[config.mk]
export PLATFORM = sky130hd
export DESIGN_NAME = truth_table_sweeper
export DESIGN_NICKNAME = d
export VERILOG_FILES = /design/src/rtl/tts_pkg.sv /design/src/rtl/tts_sample_checker.sv /design/src/rtl/truth_table_sweeper.sv
export SDC_FILE = /design/constraint.sdc
export NUM_CORES = 1
export LEC_CHECK = 0
export ABC_AREA = 1
export CORE_ASPECT_RATIO = 1.5
export CORE_MARGIN = 1
export CORE_UTILIZATION = 50
export CTS_CLUSTER_DIAMETER = 150
export CTS_CLUSTER_SIZE = 24
export DETAILED_ROUTE_END_ITERATION = 16
export PLACE_DENSITY = 0.76
export SLEW_MARGIN = 20
export SYNTH_ARGS = -nofsm -noshare
export SYNTH_HDL_FRONTEND = slang
export SYNTH_HIERARCHICAL = 1
export SYNTH_SLANG_ARGS = --single-unit
[constraint.sdc]
create_clock -name clk -period 1.4 [get_ports clk]
set_input_delay 0.21 -clock clk [delete_from_list [all_inputs] [get_ports clk]]
set_output_delay 0.21 -clock clk [all_outputs]
set_load 0.02 [all_outputs]
[src/rtl/tts_pkg.sv]
// Shared types and constants for the truth-table sweeper.
package tts_pkg;

    localparam int unsigned NUM_ROWS = 8;
    localparam int unsigned ROW_W    = 3;

    typedef enum logic [2:0] {
        IDLE,
        APPLY,
        SETTLE,
        SAMPLE,
        DONE
    } sweep_state_t;

    // Row 000 lands in the MSB of the signature.
    function automatic logic [ROW_W-1:0] row_bit(input logic [ROW_W-1:0] row);
        return ROW_W'(NUM_ROWS - 1) - row;
    endfunction

endpackage

[src/rtl/tts_sample_checker.sv]
// Accumulates the samples of one row; value/stable already include the current sample.
module tts_sample_checker (
    input  logic clk,
    input  logic rst_n,
    input  logic sample_en,
    input  logic first,
    input  logic fn_out,
    output logic value_c,
    output logic stable_c
);

    logic last_q;
    logic stable_q;

    assign value_c  = fn_out;
    assign stable_c = first ? 1'b1 : (stable_q && (fn_out == last_q));

    always_ff @(posedge clk or negedge rst_n) begin
        if (!rst_n) begin
            last_q   <= 1'b0;
            stable_q <= 1'b0;
        end else if (sample_en) begin
            last_q   <= fn_out;
            stable_q <= stable_c;
        end
    end

endmodule

[src/rtl/truth_table_sweeper.sv]
// Drives a 3-input function through all eight rows, captures its truth table
// and compares it with an expected signature.
module truth_table_sweeper
    import tts_pkg::*;
#(
    parameter int unsigned SETTLE_CYCLES = 4,
    parameter int unsigned N_SAMPLES     = 3,
    parameter logic [7:0]  EXPECTED      = 8'h38
) (
    input  logic             clk,
    input  logic             rst_n,
    input  logic             start,
    input  logic             abort,
    input  logic             fn_out,
    output logic [ROW_W-1:0] vec,
    output logic             busy,
    output logic             done,
    output logic [7:0]       signature,
    output logic [7:0]       unstable,
    output logic             pass
);

    localparam logic [7:0]       SETTLE_LAST = 8'(SETTLE_CYCLES - 1);
    localparam logic [3:0]       SAMPLE_LAST = 4'(N_SAMPLES - 1);
    localparam logic [ROW_W-1:0] ROW_LAST    = ROW_W'(NUM_ROWS - 1);

    sweep_state_t     state_q, state_d;
    logic [ROW_W-1:0] row_q, row_d;
    logic [7:0]       settle_cnt_q, settle_cnt_d;
    logic [3:0]       samp_cnt_q, samp_cnt_d;
    logic [ROW_W-1:0] vec_q, vec_d;
    logic             busy_q, busy_d;
    logic             done_q, done_d;
    logic [7:0]       sig_q, sig_d;
    logic [7:0]       unst_q, unst_d;
    logic             pass_q, pass_d;
    logic [ROW_W-1:0] bit_idx;
    logic             sample_en;
    logic             first_sample;
    logic             chk_value;
    logic             chk_stable;

    assign sample_en    = (state_q == SAMPLE);
    assign first_sample = sample_en && (samp_cnt_q == 4'd0);

    tts_sample_checker u_checker (
        .clk       (clk),
        .rst_n     (rst_n),
        .sample_en (sample_en),
        .first     (first_sample),
        .fn_out    (fn_out),
        .value_c   (chk_value),
        .stable_c  (chk_stable)
    );

    // Next-state and registered-output logic; abort overrides everything at the end.
    always_comb begin
        state_d      = state_q;
        row_d        = row_q;
        settle_cnt_d = settle_cnt_q;
        samp_cnt_d   = samp_cnt_q;
        vec_d        = vec_q;
        sig_d        = sig_q;
        unst_d       = unst_q;
        pass_d       = pass_q;
        done_d       = 1'b0;
        busy_d       = (state_q != IDLE);
        bit_idx      = row_bit(row_q);

        case (state_q)
            IDLE: begin
                if (start) begin
                    state_d      = APPLY;
                    row_d        = '0;
                    settle_cnt_d = '0;
                    samp_cnt_d   = '0;
                    sig_d        = '0;
                    unst_d       = '0;
                    pass_d       = 1'b0;
                end
            end
            APPLY: begin
                vec_d        = row_q;
                settle_cnt_d = '0;
                samp_cnt_d   = '0;
                state_d      = (SETTLE_CYCLES != 0) ? SETTLE : SAMPLE;
            end
            SETTLE: begin
                if (settle_cnt_q == SETTLE_LAST) begin
                    state_d      = SAMPLE;
                    settle_cnt_d = '0;
                    samp_cnt_d   = '0;
                end else begin
                    settle_cnt_d = settle_cnt_q + 8'd1;
                end
            end
            SAMPLE: begin
                if (samp_cnt_q == SAMPLE_LAST) begin
                    sig_d[bit_idx]  = chk_value;
                    unst_d[bit_idx] = ~chk_stable;
                    samp_cnt_d      = '0;
                    if (row_q == ROW_LAST) begin
                        state_d = DONE;
                    end else begin
                        row_d   = row_q + ROW_W'(1);
                        state_d = APPLY;
                    end
                end else begin
                    samp_cnt_d = samp_cnt_q + 4'd1;
                end
            end
            DONE: begin
                done_d  = 1'b1;
                pass_d  = (sig_q == EXPECTED) && (unst_q == 8'h00);
                state_d = IDLE;
            end
            default: state_d = IDLE;
        endcase

        if (abort && (state_q != IDLE)) begin
            state_d      = IDLE;
            settle_cnt_d = '0;
            samp_cnt_d   = '0;
            vec_d        = '0;
            sig_d        = '0;
            unst_d       = '0;
            pass_d       = 1'b0;
            done_d       = 1'b0;
            busy_d       = 1'b0;
        end
    end

    always_ff @(posedge clk or negedge rst_n) begin
        if (!rst_n) begin
            state_q      <= IDLE;
            row_q        <= '0;
            settle_cnt_q <= '0;
            samp_cnt_q   <= '0;
            vec_q        <= '0;
            busy_q       <= 1'b0;
            done_q       <= 1'b0;
            sig_q        <= '0;
            unst_q       <= '0;
            pass_q       <= 1'b0;
        end else begin
            state_q      <= state_d;
            row_q        <= row_d;
            settle_cnt_q <= settle_cnt_d;
            samp_cnt_q   <= samp_cnt_d;
            vec_q        <= vec_d;
            busy_q       <= busy_d;
            done_q       <= done_d;
            sig_q        <= sig_d;
            unst_q       <= unst_d;
            pass_q       <= pass_d;
        end
    end

    assign vec       = vec_q;
    assign busy      = busy_q;
    assign done      = done_q;
    assign signature = sig_q;
    assign unstable  = unst_q;
    assign pass      = pass_q;

endmodule

* Word-level counts from Yosys, hierarchy flattened
Index checks and enable logic that the tools add are counted.
** Word-level totals
- Register bits after elaboration :: 42
- Input bits :: 5
- Output and inout port bits :: 22
** Cells by class
- $add $sub $neg :: 4
- Order comparisons :: 2
- Eq/ne operators :: 15
- Multiplexer cells :: 38
- Bitwise operators :: 1
- Reduce and logical (&&, ||, !) cells :: 21
** Operators by type and width (count)
- $mux 8 :: 7
- $pmux 8 s2 :: 2
- $mux 3 :: 10
- $pmux 8 s3 :: 1
- $bwmux 8 :: 2
- $mux 4 :: 4
- $pmux 4 s4 :: 1
- $pmux 3 s4 :: 1
- $reduce_and 3->1 :: 3
- $reduce_bool 3->1 :: 3
- $add 8x1->8 const B :: 1
- $eq 8x2->1 const B :: 1
- $eq 8x6->1 const B :: 1
- $logic_not 8->1 :: 1
- $mux 1 :: 7
- $eq 3x2->1 const B :: 2
- $eq 3x3->1 const B :: 2
- $ne 3x3->1 const B :: 2
- $pmux 3 s2 :: 1
- $logic_and 1x1->1 :: 5
- $reduce_bool 5->1 :: 1
- $add 4x1->4 const B :: 1
- $eq 4x2->1 const B :: 1
- $logic_not 4->1 :: 1
- other kinds (17) :: 20

* Longest topological paths before layout
- Word-level depth :: 9
- Depth in mapped cells :: 9
- Depth with buffers taken out :: 9

* Modules after synthesis
Netlist, hierarchy kept.
** Modules (own cells, without submodules)
- truth_table_sweeper :: times used 1, cells each 274, area each 2150.8 µm², sequential area each 1001.0 µm²
- tts_sample_checker :: times used 1, cells each 16, area each 116.4 µm², sequential area each 50.0 µm²

* Worst setup path after synthesis
OpenSTA, ideal clock, no wires.
- Path type :: reg2reg
- Start point :: register row_q[0]
- End point :: register row_q[2]
- Library setup time :: 0.126 ns
- Arrival time :: 1.316 ns
- Data required time :: 1.274 ns
- Setup slack :: -0.042 ns
- Cell stages (with the launch flop) :: 7
- Path buffers :: 0
- Clock period less this slack :: 1.442 ns
- Cell sequence :: dfrtp_1 > ha_1 > ha_1 > o21ai_0 > nand2_1 > nand2_1 > o21ai_0
** Between the ends
- Longest elaborated chain between the ends :: 4
** RTL lines
- start: declaration :: line truth_table_sweeper.sv:28 : logic [ROW_W-1:0] row_q, row_d;
- start signal: assignment :: line truth_table_sweeper.sv:147 : row_q <= row_d;
- $add 3x1->3 :: line truth_table_sweeper.sv:105 : row_d = row_q + ROW_W'(1);
- $mux 3 :: line truth_table_sweeper.sv:102 : if (row_q == ROW_LAST) begin
- $mux 3 :: line truth_table_sweeper.sv:98 : if (samp_cnt_q == SAMPLE_LAST) begin
- $pmux 3 s2 :: line truth_table_sweeper.sv:70 : case (state_q)
Parallel ways exist; a longest one is shown, timed or not. The select of a mux whose other input is x is not followed.
A chain may end at the register's enable or synchronous reset.

* Worst setup path after layout
- Start point :: register state_q[1]
- End point :: register unst_q[2], in the netlist unstable[2]
** Between the ends
- Longest elaborated chain between the ends :: 8
** RTL lines
- start: declaration :: line truth_table_sweeper.sv:27 : sweep_state_t state_q, state_d;
- start signal: assignment :: line truth_table_sweeper.sv:146 : state_q <= state_d;
- $eq 3x2->1 :: line truth_table_sweeper.sv:43 : assign sample_en = (state_q == SAMPLE);
- $logic_and 1x1->1 :: line truth_table_sweeper.sv:44 : assign first_sample = sample_en && (samp_cnt_q == 4'd0);
- named net first_sample :: line truth_table_sweeper.sv:39 : logic first_sample;
- $mux 1 :: line tts_sample_checker.sv:16 : assign stable_c = first ? 1'b1 : (stable_q && (fn_out == last_q));
- named net chk_stable :: line truth_table_sweeper.sv:41 : logic chk_stable;
- $not 1->1 :: line truth_table_sweeper.sv:100 : unst_d[bit_idx] = ~chk_stable;
- $bwmux 8 :: line truth_table_sweeper.sv:100
- $mux 8 :: line truth_table_sweeper.sv:98
- $pmux 8 s2 :: line truth_table_sweeper.sv:70
- $mux 8 :: line truth_table_sweeper.sv:120 : if (abort && (state_q != IDLE)) begin
- end signal: assignment :: line truth_table_sweeper.sv:154 : unst_q <= unst_d;
- end: declaration :: line truth_table_sweeper.sv:35 : logic [7:0] unst_q, unst_d;
The timed path passes the listed nets, and every way through them passes these cells. The select of a mux whose other input is x is not followed.

==> summary by stage <==
Run status
The run finished, with violations left. The final reports fail on negative setup slack.

Timing
The number of endpoints with negative hold slack in the final report is 0. The worst-case setup margin in the final layout is -119.6 ps. In the final timing run, aggregate negative setup slack is -1471 ps.

The max-slew violation count was 0. The final setup violation count is 24. The routed design could run at a clock period as short as 1520 ps. The fmax is 658.1 MHz. Across all hold checks on the routed design, the worst slack comes to 414.9 ps.

Setup repair after global routing could not meet its margin everywhere. Headroom to the max-slew limit came out at 0.7553. At the pin with the least slew margin, the transition time is 363.6 ps. The final clock period utilization by the worst path is 1.085.

On the final layout, the worst clock skew is 5.917 ps.

Yosys
The number of different library cells used by synthesis comes to 29. The total of warnings raised by yosys is 6. sky130_fd_sc_hd__dfrtp_1 takes more of the synthesized area than any other cell.

A synthesized cell averages 7.818 um2. The number of nets handed over by synthesis was 298. The cell count after synthesis is 290.

The mapped cell area is 0.002267 mm2. The sequential element share of the synthesized area is 0.4636. The number of synthesized register bits is 42. Of the post-synthesis cell area, the dominant cell type holds 0.4636. In the post-synthesis netlist, the biggest area contributors are sky130_fd_sc_hd__dfrtp_1, sky130_fd_sc_hd__nand2_1, sky130_fd_sc_hd__nand3_1.

GRT
The number of antenna violations at the first check in global routing is 0. For this run, the total global-route usage over all layers was measured as 0.2648. The first global-routing pass estimated 9.860 mm of wire. The largest net degree at the start of global routing is 43. For this run the aggregate overflow at the end of global routing stands at 0. The via count of the first global-routing pass was 2173.

Cells and area
From synthesis to final layout, the design area changed by 36.64%. The filler cells instantiated in the layout total 357. The antenna diode count is 0. The layout cell share with drive strength beyond 1 is 0.2521. After routing the design area is 0.003098 mm2. The net count reported at finish is 372.

Route
The highest layer touched by signal routing is met4. The met2 wirelength from detailed routing is 3.267 mm. The routed wire length on met3 is 158 um. The routed metal-1 wire length is 2.232 mm.

The total length of routed wires is 5.877 mm. The number of DRC violations after detailed-routing iteration 0 is 139. The total vias in the final route is 2240. The detailed-route wire length per cell is 14.30 um. The routed via count divided by cell count is 5.450.

The number of search-and-repair iterations in the first detailed-routing pass is 4. For this run, design rule violations remaining after detail routing come to 0. The post-detailed-route count of antenna-violating nets is 0.

Worst hold path
The classification of the worst-slack hold path is in2async.

Setup path
The cell family contributing the most delay on the critical path is simple AND/OR/NAND/NOR gates. The library cell appearing most often on the critical path is sky130_fd_sc_hd__nand2_1. STA puts the critical path data arrival time at 1760 ps. The buffer and inverter count on the worst path is 2.

In this design, the stage delay of the slowest critical-path cell is 410 ps. On the critical path, the stage with the largest delay is an instance of sky130_fd_sc_hd__dfrtp_1. The worst path required time is 1640 ps. The endpoint class of the critical path is a flop. The highest fanout seen on the critical path is 8. The startpoint type of the worst setup path is a flop. Walking the worst path, the cells encountered are buf_6 > nand3_4 > nor4_2 > inv_1 > nand2_2 > or2_4 > nor2_8 > nand2_1 > nand2_1.

The worst setup path is of the reg2reg kind.

Power and ir drop
Across the VDD grid, the largest voltage drop is 0.9679 mV. The total power per unit cell area is 1402 mW/mm2. The completed layout was analyzed and its total power is 0.004343 W. The static leakage is 1.714 nW.

Clock tree
The depth of the CTS H-tree is 2. TritonCTS built the clock tree. For the worst-skew pair, the clock arrives at the later sink with an insertion delay of 300 ps. The clock root buffer master is sky130_fd_sc_hd__clkbuf_8. The CTS sink count is 42. The number of clock buffers inserted by TritonCTS is 5.

The number of buffers between clock root and the deepest sink is 2. The clock-pin slew on the worst setup and hold paths is 80 ps.

Placed design
Routability-driven placement finished with a final weighted congestion of 0.8359. The count of port buffers added during placement is 26. The placed instances occupy a cell area of 0.002835 mm2. The detailed placer's ending HPWL is 4.086 mm.

Floorplan
The effective utilization at floorplan is 0.5295. The floorplan step set the die width to 56.98 um. The number of ports placed on the die boundary is 27.

The total area inside the core boundary comes to 0.004282 mm2. The die covers 0.004813 mm2. The vertical extent of the die is 84.47 um.

The cell row count is 29.

Run
Across the run, the number of max-cap violations was 0.
==> Yosys cell counts, drive strengths merged <==
cell type    n
nand2      106
dfrtp       42
nand3       38
inv         33
o21ai       19
nor2        18
nand4       13
buf          3
ha           3
nor4         3
o31ai        3
o21bai       2
or2          2
a21oi        1
clkinv       1
nor3         1
o211ai       1
xor2         1
==> repair_timing <==
action | CTS | global route
pin swaps | 13 | 16
setup endpoints to repair | 59 | 36
endpoints found under the hold margin | 42 | 0
hold buffers | 1 | 0
setup buffers | 6 | 3
resized for setup | 49 | 11
==> layout by cell type (no fill, tap or decap), drive strengths merged, types with 2 or more instances in the layout <==
master           n
nand3           38
o21ai           19
clkdlybuf4s50    3
dlygate4sd2     22
o31ai            3
clkbuf           7
nor4             3
nand2          106
buf             44
clkinv           2
inv             32
dfrtp           42
or2              2
nor2            18
o21bai           2
nand4           13
ha               3
==> area by class of cell <==
class,instances,area [um2],area share
repair buffers,70,591.8,0.1910
clock buffers,7,86.33,0.02787
inverters,34,132.6,0.04281
multi-input cells,211,1172,0.3784
well taps,46,57.56,0.01858
clock inverters,1,5.005,0.001616
flip-flops and latches,42,1052,0.3397
==> stage by stage <==
step	std cells	setup slack, ps	util
floorplan	290	40.98	-
global placement	394	-211.5	0.6622
detailed placement	394	-258.9	0.6622
CTS	408	-110.0	0.7101
global route	411	-190.9	0.7236
finish	411	-119.6	0.7236
==> where the power goes <==
group	total (W)	switching (W)	internal, W
sequential	0.00147	0.000119	0.00135
clock	0.000802	0.000405	0.000398
combinational	0.00207	0.00124	0.000826
==> final timing paths <==
path / startpoint / to / slack (ps) / cells after the start
min in group clk: unstable[3] / unstable[3] / 500 / 2
worst max-delay path: state_q[1] / unstable[2] / -120 / 9
worst min-delay path: rst_n / settle_cnt_q[7] / 410 / 3
max in group asynchronous: rst_n / state_q[0] / 770 / 3
worst max register to register: state_q[1] / unstable[2] / -120 / 9
worst min register to register: unstable[3] / unstable[3] / 500 / 2
==> kinds of logic (layout without fill, tap and decap cells) <==
logic type,Yosys count,after routing,share of synthesized area
and+or+nand+nor,181,181,0.3852
DFF,42,42,0.4636
buffers and inverters,37,112,0.06512
AOI/OAI and AO/OA,26,26,0.06567
adders and majority gates,3,3,0.01656
xor gates and xnor gates,1,1,0.003864
==> worst register-to-register path, stage by stage, from the launching register on <==
cell                      delay [ps]
sky130_fd_sc_hd__dfrtp_1         410
sky130_fd_sc_hd__buf_6           150
sky130_fd_sc_hd__nand3_4         130
sky130_fd_sc_hd__nor4_2           50
sky130_fd_sc_hd__inv_1            70
sky130_fd_sc_hd__nand2_2          60
sky130_fd_sc_hd__or2_4           280
sky130_fd_sc_hd__nor2_8          190
sky130_fd_sc_hd__nand2_1          70
sky130_fd_sc_hd__nand2_1          60
==> sequential cells by signal (all words and copies together) (netlist names) <==
register            flops
settle_cnt_q            8
busy                    1
row_q                   3
signature               8
u_checker/stable_q      1
state_q                 3
samp_cnt_q              4
u_checker/last_q        1
vec                     3
pass                    1
unstable                8
done                    1
==> per-layer routing <==
metal | track usage | vias up
met5 | 0 | -
li1 | - | 1086
met2 | 0.4866 | 48
met1 | 0.2973 | 1086
met3 | 0.04160 | 20
met4 | 0.1086 | 0
No activity file was read; power rests on OpenSTA's default activity.
